File: src/rtl/seg_scan.sv
// Time-multiplexed scan controller feeding a per-digit 7-segment encoder.
// Snapshots each frame, computes leading-zero blanking and drives guarded active-low anodes.
module seg_scan #(
    parameter int DIGITS   = 4,
    parameter int SCAN_DIV = 50000,
    parameter int GUARD    = 500
) (
    input  logic                      clk_i,
    input  logic                      rst_i,
    input  logic                      en_i,
    input  logic [4*DIGITS-1:0]       digits_i,
    input  logic [DIGITS-1:0]         pnt_i,
    input  logic                      lzb_en_i,
    output logic [3:0]                val_o,
    output logic                      pnt_o,
    output logic                      hzero_o,
    output logic [DIGITS-1:0]         an_o,
    output logic [$clog2(DIGITS)-1:0] slot_o
);

    localparam int SW = $clog2(DIGITS);
    localparam int DW = $clog2(SCAN_DIV);
    localparam logic [DW-1:0] DIV_LAST  = DW'(SCAN_DIV - 1);
    localparam logic [DW-1:0] GUARD_C   = DW'(GUARD);
    localparam logic [SW-1:0] SLOT_LAST = SW'(DIGITS - 1);

    logic [DW-1:0]       divCnt_q, divCnt_d;
    logic [SW-1:0]       slot_q, slot_d;
    logic                restart_q, restart_d;
    logic                first_q, first_d;
    logic [4*DIGITS-1:0] snapDig_q, snapDig_d;
    logic [DIGITS-1:0]   snapPnt_q, snapPnt_d;
    logic                snapLzb_q, snapLzb_d;
    logic [3:0]          val_q, val_d;
    logic                pnt_q, pnt_d;
    logic                hzero_q, hzero_d;
    logic [DIGITS-1:0]   an_q, an_d;
    logic [SW-1:0]       slotOut_q, slotOut_d;

    logic [DW-1:0]     cnt;
    logic              divWrap;
    logic              slotWrap;
    logic              zeroRun;
    logic [DIGITS-1:0] hide;
    logic [DIGITS-1:0] onehot;
    logic [3:0]        digArr [DIGITS];

    // A digit is hidden when it and every more significant digit is zero without a point.
    always_comb begin
        zeroRun = 1'b1;
        hide    = '0;
        for (int k = DIGITS - 1; k >= 0; k--) begin
            digArr[k] = snapDig_q[4*k +: 4];
            zeroRun   = zeroRun & (snapDig_q[4*k +: 4] == 4'd0) & ~snapPnt_q[k];
            hide[k]   = snapLzb_q & zeroRun & (k != 0);
        end
        onehot         = '0;
        onehot[slot_q] = 1'b1;
    end

    // After a pause the held count is treated as 0 so the slot restarts with a full guard.
    always_comb begin
        cnt      = restart_q ? '0 : divCnt_q;
        divWrap  = (cnt == DIV_LAST);
        slotWrap = (slot_q == SLOT_LAST);

        divCnt_d  = divCnt_q;
        slot_d    = slot_q;
        restart_d = restart_q;
        first_d   = first_q;
        snapDig_d = snapDig_q;
        snapPnt_d = snapPnt_q;
        snapLzb_d = snapLzb_q;
        val_d     = val_q;
        pnt_d     = pnt_q;
        hzero_d   = hzero_q;
        an_d      = an_q;
        slotOut_d = slotOut_q;

        if (en_i) begin
            divCnt_d  = divWrap ? '0 : cnt + 1'b1;
            if (divWrap) begin
                slot_d = slotWrap ? '0 : slot_q + 1'b1;
            end
            restart_d = 1'b0;
            first_d   = 1'b0;
            if (first_q || (divWrap && slotWrap)) begin
                snapDig_d = digits_i;
                snapPnt_d = pnt_i;
                snapLzb_d = lzb_en_i;
            end
            val_d     = digArr[slot_q];
            pnt_d     = snapPnt_q[slot_q];
            hzero_d   = hide[slot_q];
            slotOut_d = slot_q;
            an_d      = (cnt < GUARD_C) ? '1 : ~onehot;
        end else begin
            restart_d = 1'b1;
            an_d      = '1;
        end
    end

    always_ff @(posedge clk_i) begin
        if (rst_i) begin
            divCnt_q  <= '0;
            slot_q    <= '0;
            restart_q <= 1'b0;
            first_q   <= 1'b1;
            snapDig_q <= '0;
            snapPnt_q <= '0;
            snapLzb_q <= 1'b0;
            val_q     <= 4'd0;
            pnt_q     <= 1'b0;
            hzero_q   <= 1'b1;
            an_q      <= '1;
            slotOut_q <= '0;
        end else begin
            divCnt_q  <= divCnt_d;
            slot_q    <= slot_d;
            restart_q <= restart_d;
            first_q   <= first_d;
            snapDig_q <= snapDig_d;
            snapPnt_q <= snapPnt_d;
            snapLzb_q <= snapLzb_d;
            val_q     <= val_d;
            pnt_q     <= pnt_d;
            hzero_q   <= hzero_d;
            an_q      <= an_d;
            slotOut_q <= slotOut_d;
        end
    end

    assign val_o   = val_q;
    assign pnt_o   = pnt_q;
    assign hzero_o = hzero_q;
    assign an_o    = an_q;
    assign slot_o  = slotOut_q;

endmodule

File: config.mk
export PLATFORM = sky130hd
export DESIGN_NAME = seg_scan
export DESIGN_NICKNAME = d
export VERILOG_FILES = /design/src/rtl/seg_scan.sv
export SDC_FILE = /design/constraint.sdc
export NUM_CORES = 1
export LEC_CHECK = 0
export BUFFER_PORTS_ARGS = -buffer_cell sky130_fd_sc_hd__buf_4
export CAP_MARGIN = 10
export CORE_MARGIN = 3
export CORE_UTILIZATION = 35
export CTS_CLUSTER_DIAMETER = 200
export DETAILED_ROUTE_END_ITERATION = 7
export PLACE_DENSITY = 0.57
export SYNTH_ARGS = -nofsm -noshare
export SYNTH_HDL_FRONTEND = slang
export SYNTH_SLANG_ARGS = --single-unit
File: constraint.sdc
create_clock -name clk_i -period 2.2 [get_ports clk_i]
set_input_delay 0.44 -clock clk_i [delete_from_list [all_inputs] [get_ports clk_i]]
set_output_delay 0.44 -clock clk_i [all_outputs]
set_load 0.05 [all_outputs]
==> results_dict.tcl <==
set metrics [dict create \
    synth-edff-count 0 \
    antenna_cells 0 \
    grt_pass1_wl_um 10700 \
    synth_seq_cells 53 \
    worstPathArrival_ps 2150 \
    max_freq_ghz 0.511 \
    fin_crit_ps 1960 \
    drv_slew 0 \
    vias 2279 \
    max_slew_margin 0.601 \
    cts_sinks 53 \
    clkTransAtPathRegs_ps 110 \
    antenna_left 0 \
    fin_crit_sh 0.889 \
    core.rowCount 31 \
    io_pins 36 \
    avgViaCountPerCell 5.26 \
    die_width_um 93.4 \
    synth.avg_cell_area_um2 8.89 \
    drtPass1Iterations 4 \
    design.die.area_um2 8730 \
    crit_path_end_kind "flip-flop" \
    rr_startpoint "divCnt_q[0]" \
    area_growth_pct 18.5 \
    cp_cell_sequence "nor2b_1 -> ha_1 -> and4b_1 -> nand4_2 -> buf_4 -> a311oi_1 -> nor3_1" \
    cts_setup_buffers 0 \
    grt_max_degree 30 \
    synth.yosys.warnings 0 \
    synthesis.nets 330 \
    outcome "complete, no violations" \
    yosysSeqAreaShare 0.397 \
    synth-main-ff-cell "dfxtp_1" \
    synth_compound_area_frac 0.110 \
    antenna_found_initial 0 \
    cts.path.max_buffers 2 \
    io_buffers 35 \
    netlist_area_um2 2680 \
    cts_tree "done" \
    rsz0062_at_grt "false" \
    die_y_um 93.4 \
    routed_wl_um 6060 \
    multi_input_area_um2 1470 \
    grt_usage 0.150 \
    place_congestion 0.824 \
    grt_overflow_total 0 \
    ctsResizeCount 0 \
    yosys.area_share.adder 0.0234 \
    synthSimpleGateAreaFrac 0.263 \
    drive_gt1_frac 0.210 \
    cp_max_fo 11 \
    start_util 0.365 \
    h-tree-depth 2 \
    critPathKind "flip-flop to flip-flop" \
    worstHoldStart "digits_i[15]" \
    vdd_ir_drop_max_mv 0.302 \
    fin_nets 362 \
    cp-start-kind "flip-flop" \
    maxCapViolations 0 \
    synth_cell_types 50 \
    insertion_delay_ps 310 \
    synthMuxAreaShare 0.154 \
    core_area_um2 7330 \
    startpoint "divCnt_q[0]" \
    synthArstFlopShare 0 \
    wire_per_inst_um 14.0 \
    p_leak_nw 1.32 \
    root_buffer "clkbuf_8" \
    total_power_mw 1.92 \
    finClkSkew_ps 12.1 \
    finalSetupTns_ps 0 \
    holdBufCountCts 0 \
    netlist_instances 301 \
    grt_pass1_vias 2257 \
    cts_buffers 5 \
    regArea_um2 1060 \
    drtIter0Drc 96 \
    drc_errors 0 \
    setup_violations 0 \
    slowest_delay_ps 430 \
    cp.required_ps 2390 \
    synth_xor_area_frac 0 \
    min_path_type "input pin to flip-flop" \
    synth_top_family_by_area "simple AND/OR/NAND/NOR gates" \
    hpwl_um 4320 \
    fillers 747 \
    slowest_stage "dfxtp_1" \
    p_per_area_nw_per_um2 606 \
    fin_hold_ws_ps 365 \
    tightest_slew_ps 598 \
    hold_viol_final 0 \
]
[metal layers]
layer / track usage / share of wire
met4: 0.0379 / 0.0073
met2: 0.253 / 0.48
met3: 0.0257 / 0.030
met1: 0.199 / 0.48
met5: 0 / 0
[worst paths after layout]
| kind | slack [ps] | to | cells after the start |
|---|---|---|---|
| hold reg to reg | 460 | snapDig_q[1] | 2 |
| setup reg to reg | 240 | divCnt_q[9] | 7 |
| setup / recovery | 240 | divCnt_q[9] | 7 |
| hold / removal | 360 | snapDig_q[15] | 3 |
[cell usage after synthesis (2+ instances only)]
cell type   n  area (um2)
inv_1       7        26.3
nor3_1      6        30.0
mux2i_1    30         300
nor4_1      8        50.1
a31oi_1     5        31.3
nand4_1     5        31.3
nand4_2     2        25.0
dfxtp_1    53        1060
nand4b_1    3        26.3
o21ai_0     7        35.0
and4b_1     2        20.0
a21oi_1    12        60.1
o2111ai_1   2        17.5
buf_1       2        7.51
nor2b_1     6        37.5
o21a_1      2        15.0
ha_1        5        62.6
nand2_1    63         236
buf_4       2        15.0
nor2_1     16        60.1
buf_2       4        20.0
nand3_1    10        50.1
a32oi_1     2        17.5
mux4_2      5         113
or4_1       4        30.0
clkbuf_1   14        52.6
[registers in the layout, summed over array words and instances (netlist names)]
signal and count:
val_o 4, divCnt_q 16, snapLzb_q 1, pnt_o 1
snapPnt_q 4, hzero_o 1, restart_q 1, slot_o 2
first_q 1, snapDig_q 16, an_o 4, slot_q 2
[cells in the final DEF, fill, tap and decap left out, drive strengths merged, types with 4 or more instances in the layout]
master and n:
a31oi 5, ha 5, mux4 5, nor2b 6, buf 48, inv 10, clkbuf 5, dfxtp 53
a21oi 12, nand4b 4, nor3 6, nor4 9, or4 4, nor2 16, nand3 10, nand2 63
mux2i 30, o21ai 7, nand4 7
[critical path, delay by kind of cell, from the launching register on]
| family | cells | cell delay, ps |
|---|---|---|
| compound gates | 1 | 280 |
| simple gates | 4 | 660 |
| buf+inv | 1 | 240 |
| flops | 1 | 430 |
| fa+ha+maj | 1 | 220 |
[power breakdown]
group          internal, mW  switching (mW)
Sequential            0.993          0.0256
Clock                 0.348           0.349
Combinational        0.0959           0.109
Total                  1.44           0.483
[metrics by stage]
step / area [um2] / utilization / cells / worst slack [ps]
after floorplan: 2680 / - / 301 / 171
after global placement: 3050 / 0.416 / 425 / 312
after detailed placement: 3050 / 0.416 / 425 / 279
after CTS: 3170 / 0.432 / 433 / 252
after global routing: 3170 / 0.432 / 433 / 47.2
final: 3170 / 0.432 / 433 / 245
[logic make-up (layout without fill, tap and decap cells)]
group | count (synthesis) | after routing
AND/OR/NAND/NOR | 134 | 134
flip-flops | 53 | 53
AO/OA/AOI/OAI | 42 | 42
multiplexers | 35 | 35
buffers and inverters | 32 | 65
adder cells (fa/ha/maj) | 5 | 5
[area by class of cell]
cell class                      instances  area share
Multi-Input combinational cell        216       0.465
Sequential cell                        53       0.335
Timing Repair Buffer                   48       0.114
Tap cell                               99      0.0391
Clock buffer                            5      0.0217
Clock inverter                          3      0.0150
Inverter                                9      0.0107
(Power assumes the default switching activity.)
